--- src/rtl/ova_stream_accum_if.sv ---
// Stream bus for ova_stream_accum: element input stream and accumulated output stream.
interface ova_stream_accum_if #(
  parameter int unsigned DATA_W = 16,
  parameter int unsigned ACC_W  = 20
) ();

  logic                     in_valid;
  logic                     in_ready;
  logic signed [DATA_W-1:0] in_data;

  logic                     out_valid;
  logic                     out_ready;
  logic signed [ACC_W-1:0]  out_data;
  logic                     out_last;

  // Accumulator side.
  modport slave (
    input  in_valid,
    input  in_data,
    output in_ready,
    output out_valid,
    output out_data,
    output out_last,
    input  out_ready
  );

  // Producer/consumer side.
  modport master (
    output in_valid,
    output in_data,
    input  in_ready,
    input  out_valid,
    input  out_data,
    input  out_last,
    output out_ready
  );

endinterface

--- src/rtl/ova_stream_accum.sv ---
// Overlap-add stream accumulator: sums an NB x NB grid of BLK x BLK blocks, overlapping by OVL
// elements, into an OUT x OUT frame with saturation, then streams the frame out in raster order.
module ova_stream_accum #(
  parameter int unsigned DATA_W = 16,
  parameter int unsigned ACC_W  = 20,
  parameter int unsigned BLK    = 3,
  parameter int unsigned OVL    = 1,
  parameter int unsigned NB     = 2
) (
  input  logic                clk,
  input  logic                reset,
  ova_stream_accum_if.slave   bus,
  output logic                sat_flag,
  output logic                busy
);

  localparam int unsigned STEP  = BLK - OVL;
  localparam int unsigned OUT   = NB * BLK - (NB - 1) * OVL;
  localparam int unsigned CELLS = OUT * OUT;
  localparam int unsigned AW    = (CELLS > 1) ? $clog2(CELLS) : 1;
  localparam int unsigned EW    = (BLK > 1) ? $clog2(BLK) : 1;
  localparam int unsigned BW    = (NB > 1) ? $clog2(NB) : 1;

  localparam logic [ACC_W-1:0] ACC_MAX = {1'b0, {(ACC_W-1){1'b1}}};
  localparam logic [ACC_W-1:0] ACC_MIN = {1'b1, {(ACC_W-1){1'b0}}};

  typedef enum logic [1:0] {StClear, StAccum, StDrain} state_e;

  state_e            state_q, state_d;
  logic [EW-1:0]     er_q, er_d, ec_q, ec_d;
  logic [BW-1:0]     br_q, br_d, bc_q, bc_d;
  logic [AW-1:0]     clr_addr_q, clr_addr_d;
  logic [AW-1:0]     rd_addr_q, rd_addr_d;     // next buffer address to load into the output reg
  logic [AW-1:0]     pres_addr_q, pres_addr_d; // address of the element currently presented
  logic [ACC_W-1:0]  out_data_q, out_data_d;
  logic              out_valid_q, out_valid_d;
  logic              out_last_q, out_last_d;
  logic              sat_q, sat_d;

  logic [ACC_W-1:0]  buf_q [CELLS];

  logic              in_hs, out_hs, load, last_elem;
  logic [31:0]       tgt_row, tgt_col;
  logic [AW-1:0]     tgt_addr;
  logic [ACC_W-1:0]  cur;
  logic [ACC_W:0]    ext, sum;
  logic              ovf;
  logic [ACC_W-1:0]  acc_sat;

  assign bus.in_ready  = (state_q == StAccum);
  assign bus.out_valid = out_valid_q;
  assign bus.out_data  = out_data_q;
  assign bus.out_last  = out_last_q;
  assign sat_flag      = sat_q;
  assign busy          = (state_q != StAccum);

  assign in_hs  = bus.in_valid & bus.in_ready;
  assign out_hs = out_valid_q & bus.out_ready;
  // Refill the output register when it is empty or being consumed, until the last one is loaded.
  assign load   = (state_q == StDrain) && !(out_valid_q && out_last_q) &&
                  (!out_valid_q || bus.out_ready);

  assign last_elem = (er_q == EW'(BLK - 1)) && (ec_q == EW'(BLK - 1)) &&
                     (br_q == BW'(NB - 1)) && (bc_q == BW'(NB - 1));

  // Frame address of the current input element.
  assign tgt_row  = 32'(br_q) * STEP + 32'(er_q);
  assign tgt_col  = 32'(bc_q) * STEP + 32'(ec_q);
  assign tgt_addr = AW'(tgt_row * OUT + tgt_col);

  // Saturating add of the sign-extended sample into the target cell.
  always_comb begin
    cur     = buf_q[tgt_addr];
    ext     = {{(ACC_W + 1 - DATA_W){bus.in_data[DATA_W-1]}}, bus.in_data};
    sum     = {cur[ACC_W-1], cur} + ext;
    ovf     = sum[ACC_W] ^ sum[ACC_W-1];
    acc_sat = sum[ACC_W-1:0];
    if (ovf) begin
      acc_sat = sum[ACC_W] ? ACC_MIN : ACC_MAX;
    end
  end

  // Next-state and control datapath.
  always_comb begin
    state_d     = state_q;
    er_d        = er_q;
    ec_d        = ec_q;
    br_d        = br_q;
    bc_d        = bc_q;
    clr_addr_d  = clr_addr_q;
    rd_addr_d   = rd_addr_q;
    pres_addr_d = pres_addr_q;
    out_data_d  = out_data_q;
    out_valid_d = out_valid_q;
    out_last_d  = out_last_q;
    sat_d       = sat_q;

    unique case (state_q)
      StClear: begin
        clr_addr_d = clr_addr_q + 1'b1;
        if (clr_addr_q == AW'(CELLS - 1)) begin
          clr_addr_d = '0;
          state_d    = StAccum;
        end
      end
      StAccum: begin
        if (in_hs) begin
          if (ovf) sat_d = 1'b1;
          if (ec_q != EW'(BLK - 1)) begin
            ec_d = ec_q + 1'b1;
          end else begin
            ec_d = '0;
            if (er_q != EW'(BLK - 1)) begin
              er_d = er_q + 1'b1;
            end else begin
              er_d = '0;
              if (bc_q != BW'(NB - 1)) begin
                bc_d = bc_q + 1'b1;
              end else begin
                bc_d = '0;
                br_d = (br_q != BW'(NB - 1)) ? br_q + 1'b1 : '0;
              end
            end
          end
          if (last_elem) begin
            state_d   = StDrain;
            rd_addr_d = '0;
          end
        end
      end
      StDrain: begin
        if (load) begin
          out_data_d  = buf_q[rd_addr_q];
          out_valid_d = 1'b1;
          out_last_d  = (rd_addr_q == AW'(CELLS - 1));
          pres_addr_d = rd_addr_q;
          rd_addr_d   = rd_addr_q + 1'b1;
        end else if (out_hs) begin
          out_valid_d = 1'b0;
          out_last_d  = 1'b0;
        end
        if (out_hs && out_last_q) begin
          state_d   = StAccum;
          sat_d     = 1'b0;
          rd_addr_d = '0;
          er_d      = '0;
          ec_d      = '0;
          br_d      = '0;
          bc_d      = '0;
        end
      end
      default: state_d = StClear;
    endcase

    if (reset) begin
      state_d     = StClear;
      er_d        = '0;
      ec_d        = '0;
      br_d        = '0;
      bc_d        = '0;
      clr_addr_d  = '0;
      rd_addr_d   = '0;
      pres_addr_d = '0;
      out_data_d  = '0;
      out_valid_d = 1'b0;
      out_last_d  = 1'b0;
      sat_d       = 1'b0;
    end
  end

  // Control registers; reset is folded into the next-state logic.
  always_ff @(posedge clk) begin
    state_q     <= state_d;
    er_q        <= er_d;
    ec_q        <= ec_d;
    br_q        <= br_d;
    bc_q        <= bc_d;
    clr_addr_q  <= clr_addr_d;
    rd_addr_q   <= rd_addr_d;
    pres_addr_q <= pres_addr_d;
    out_data_q  <= out_data_d;
    out_valid_q <= out_valid_d;
    out_last_q  <= out_last_d;
    sat_q       <= sat_d;
  end

  // Accumulation buffer: clear sweep, accumulate, and clear-on-read as elements leave.
  always_ff @(posedge clk) begin
    if (!reset) begin
      if (state_q == StClear) buf_q[clr_addr_q] <= '0;
      if (in_hs)              buf_q[tgt_addr]   <= acc_sat;
      if (out_hs)             buf_q[pres_addr_q] <= '0;
    end
  end

endmodule

--- src/flat_wrapper.sv ---
// flat-port wrapper written by rule: the top's interface ports become plain ports
module ova_stream_accum_flat 
#(
  parameter int unsigned DATA_W = 16,
  parameter int unsigned ACC_W  = 20,
  parameter int unsigned BLK    = 3,
  parameter int unsigned OVL    = 1,
  parameter int unsigned NB     = 2
)
  (clk, reset, sat_flag, busy, bus_in_valid, bus_in_data, bus_in_ready, bus_out_valid, bus_out_data, bus_out_last, bus_out_ready);
  ova_stream_accum_if #(.DATA_W(DATA_W), .ACC_W(ACC_W)) bus_i ();
  input  logic clk;
  input  logic reset;
  output logic sat_flag;
  output logic busy;
  input wire logic [$bits(bus_i.in_valid)-1:0] bus_in_valid;
  input wire logic [$bits(bus_i.in_data)-1:0] bus_in_data;
  output wire logic [$bits(bus_i.in_ready)-1:0] bus_in_ready;
  output wire logic [$bits(bus_i.out_valid)-1:0] bus_out_valid;
  output wire logic [$bits(bus_i.out_data)-1:0] bus_out_data;
  output wire logic [$bits(bus_i.out_last)-1:0] bus_out_last;
  input wire logic [$bits(bus_i.out_ready)-1:0] bus_out_ready;
  assign bus_i.in_valid = bus_in_valid;
  assign bus_i.in_data = bus_in_data;
  assign bus_in_ready = bus_i.in_ready;
  assign bus_out_valid = bus_i.out_valid;
  assign bus_out_data = bus_i.out_data;
  assign bus_out_last = bus_i.out_last;
  assign bus_i.out_ready = bus_out_ready;
  ova_stream_accum #(.DATA_W(DATA_W), .ACC_W(ACC_W), .BLK(BLK), .OVL(OVL), .NB(NB)) u_core (.clk(clk), .reset(reset), .bus(bus_i), .sat_flag(sat_flag), .busy(busy));
endmodule
--- config.mk ---
export PLATFORM = sky130hd
export DESIGN_NAME = ova_stream_accum_flat
export DESIGN_NICKNAME = d
export VERILOG_FILES = /design/src/rtl/ova_stream_accum_if.sv /design/src/rtl/ova_stream_accum.sv /design/src/flat_wrapper.sv
export SDC_FILE = /design/constraint.sdc
export NUM_CORES = 2
export LEC_CHECK = 0
export BUFFER_PORTS_ARGS = -buffer_cell sky130_fd_sc_hd__clkbuf_2
export CAP_MARGIN = 20
export CORE_ASPECT_RATIO = 0.5
export CORE_MARGIN = 2
export CORE_UTILIZATION = 63
export CTS_CLUSTER_DIAMETER = 200
export DETAILED_ROUTE_END_ITERATION = 6
export PLACE_DENSITY = 0.8
export SLEW_MARGIN = 10
export SYNTH_ARGS = -nofsm -noshare
export SYNTH_HDL_FRONTEND = slang
export SYNTH_SLANG_ARGS = --single-unit
--- constraint.sdc ---
create_clock -name clk -period 8.1 [get_ports clk]
set_clock_uncertainty 0.1 [all_clocks]
set_input_delay 1.62 -clock clk [delete_from_list [all_inputs] [get_ports clk]]
set_output_delay 1.62 -clock clk [all_outputs]
set_load 0.005 [all_outputs]
==> qor.csv <==
stage,metric,value,unit
outcome,status,finished with violations,
outcome,failing checks,DRC,
critical_path,Reg2Reg Depth,19,
placed_design,post-detail-place hpwl,51.8,mm
final_layout,ANT cells,0,
die,die height,150,um
sta,worst slew pin tran,1.14,ns
critical_path,CP arrival,7.58,ns
die,die area,44500,um2
pwr,Peak VDD IR,0.000162,V
critical_path,"Req. time, crit path",8.42,ns
yosys,Post-Synthesis Cells,2712,
clock_tree,"Setup Fix Bufs, Post-CTS",0,
final_layout,multi-input gate area in the final layout,15300,um2
critical_path,crit end category,register,
die,io pins,45,
placed_design,GPL Wtd Cong,0.943,
drt,via count,22900,
final_layout,fillcell total,3015,
global_route,vias in the first global route,22000,
clock_tree,Num CTS Buffers,47,
yosys,"Avg Cell Area, Syn",9.92,um2
pwr,Pleak,9.88,nW
drt,first drt pass iteration count,7,
hold_path,Hold Path Class,register to register,
drt,Via density,7.00,
critical_path,critical path class,register to register,
yosys,"area leader, netlist",dfxtp_1,
sta,Max Clk Rate,138,MHz
final_layout,Nets,2720,
sta,final worst-path cycle share,89.7,%
yosys,Seq cells post-synth,546,
sta,crit path time final,7.27,ns
yosys,Synth top area share,40.6,%
clock_tree,CTS HTree Levels,2,
sta,Slew Limit Fails,0,
sta,# setup viols final,0,
die,FP Rows,53,
global_route,remaining global-route overflow,0,
critical_path,largest fanout on the critical path,21,
yosys,fraction of registers with async set/reset,0,%
drt,Total Wirelength,87.2,mm
global_route,total track usage,39.3,%
clock_tree,clock slew at reported path FFs,0.07,ns
yosys,"Top FF cell, synth",dfxtp_1,
yosys,combined area of all synthesized cells,26900,um2
die,Starting Density,64.0,%
hold_path,WHS Path Cells,2,
global_route,largest net degree at the start of global routing,98,
yosys,largest cells by area after synthesis,"dfxtp_1 41%, mux4_2 23%, nand2_1 8.4%",
clock_tree,Num Clock Sinks,546,
sta,Setup TNS,0,ns
critical_path,CP Launch Type,register,
global_route,global-route wire length before repair,131,mm
sta,unrepaired setup endpoints after global routing,false,
sta,max_slew headroom,23.8,%
drt,First DRT Iteration DRCs,3514,
yosys,"Distinct cells, synth",69,
die,core area,42000,um2
clock_tree,CTS root buf,clkbuf_16,
drt,residual DRC count,3,
clock_tree,clock insertion delay at the later pin of the skew report,0.60,ns
clock_tree,Max clock buf depth,3,
drt,Wirelength per Cell,26.6,um
yosys,Synth Warn #,0,
final_layout,Area Overhead vs Synth,8.72,%
die,Die X,296,um
sta,hold violation total from the final report,0,
clock_tree,CTS tree,built,
final_layout,FF/Latch Area,10900,um2
yosys,"EDFF count, synth",0,
flow_run,number of max-cap violations,0,
final_layout,layout cells sized above 1,19.6,%
yosys,sequential share of the synthesized area,40.6,%
clock_tree,hold_buf cts,0,
placed_design,PortBufs,44,
final_layout,final core utilization,69.6,%
yosys,Post-Syn Nets,2769,
drt,DRT antenna net count,0,
clock_tree,Post-CTS Resized,0,
global_route,initial antenna violation count,0,
pwr,pwr dens,176,nW/um2
cells in the final DEF (no fill, tap or decap), types with 15 or more instances in the layout:
cell type	synthesis	layout
nand3_1	19	19
clkbuf_16	0	47
mux4_2	280	280
a21oi_1	64	60
nand2_1	599	599
o21ai_1	158	158
dfxtp_1	546	542
ha_1	34	32
buf_4	5	54
mux2i_1	82	82
xnor2_1	16	15
o21ai_0	372	372
nor2_1	143	143
a211oi_1	23	23
clkbuf_2	11	44
nor2_2	16	16
metal layers:
metal,routed length [um],GRT usage (%)
met2,37800,59.0
met4,4870,20.6
met5,0,0
met1,31200,52.1
met3,13300,11.6
final timing paths:
path	slack, ns	from	endpoint
worst min register to register	0.36	u_core.buf_q[14][6]$_SDFFE_PP0P_	u_core.buf_q[14][6]$_SDFFE_PP0P_
worst max-delay path	0.83	u_core.ec_q[1]$_SDFFE_PP0P_	u_core.buf_q[4][3]$_SDFFE_PP0P_
worst max register to register	0.83	u_core.ec_q[1]$_SDFFE_PP0P_	u_core.buf_q[4][3]$_SDFFE_PP0P_
worst min-delay path	0.36	u_core.buf_q[14][6]$_SDFFE_PP0P_	u_core.buf_q[14][6]$_SDFFE_PP0P_
Yosys cell counts (all sizes together), types with 5 or more instances:
library cell / n
mux2i: 83
xor2: 12
inv: 15
clkbuf: 114
a21oi: 88
dfxtp: 546
nand3b: 8
o211ai: 5
xnor2: 16
nor3: 7
a211oi: 24
mux4: 280
a21o: 6
buf: 87
nor2: 160
nand2: 601
ha: 34
o21ai: 530
and2: 10
nand4: 7
nand3: 19
nor2b: 10
registers in the layout, summed over array words and instances (netlist names):
register and count:
u_core.bc_q 1, u_core.br_q 1, u_core.buf_q 500, u_core.bus.out_data 20, u_core.bus.out_last 1, u_core.bus.out_valid 1
u_core.clr_addr_q 5, u_core.ec_q 2, u_core.er_q 2, u_core.pres_addr_q 5, u_core.rd_addr_q 5, u_core.sat_flag 1
u_core.state_q 2
kinds of logic after synthesis:
| logic type | after synthesis | share of synthesized area, % |
|---|---|---|
| compound gates | 678 | 13.8 |
| xor+xnor | 28 | 0.967 |
| fa+ha+maj | 37 | 1.80 |
| buf+inv | 217 | 3.42 |
| flops | 546 | 40.6 |
| mux | 363 | 26.6 |
| simple gates | 843 | 12.9 |
power breakdown:
| group | switching, W | internal (W) | total [W] |
|---|---|---|---|
| combinational | 0.000100 | 0.0000250 | 0.000125 |
| sequential | 0.00000314 | 0.00268 | 0.00269 |
| clock | 0.00107 | 0.00127 | 0.00234 |
| total | 0.00117 | 0.00398 | 0.00515 |
critical path, cell delays in order, from the launching register on:
cell,delay (ns)
dfxtp_1,0.43
ha_1,0.28
ha_1,0.33
ha_4,0.18
fa_2,1.24
buf_4,0.50
mux4_2,0.43
nand2_1,0.09
o21ai_0,0.14
ha_1,0.43
nand2_1,0.20
o21ai_0,0.41
o211ai_1,0.20
o21ai_1,0.42
a41oi_2,0.31
buf_4,0.25
and2_1,0.18
nand2_1,0.42
buf_4,0.36
o21ai_0,0.14
area by class of cell:
type                            instances  share of cell area, %
Clock buffer                           66                   4.47
Clock inverter                         19                  0.864
Sequential cell                       546                   37.4
Multi-Input combinational cell       1949                   52.1
Inverter                               16                  0.205
Tap cell                              577                   2.47
Timing Repair Buffer                  103                   2.45
per-stage QoR:
step           area [um2]  instances  hold slack, ns  power (W)  setup slack, ns
6_report            29300       3276           0.363    0.00515            0.834
5_1_grt             29300       3276           0.377    0.00526            0.636
4_1_cts             29200       3275           0.363    0.00514             1.07
3_5_place_dp        27700       3190           0.352    0.00287             1.11
3_3_place_gp        27700       3190           0.343    0.00287             1.26
2_1_floorplan       26900       2712           0.336    0.00283             2.21
Note: power is estimated with default switching activity, not from simulation.
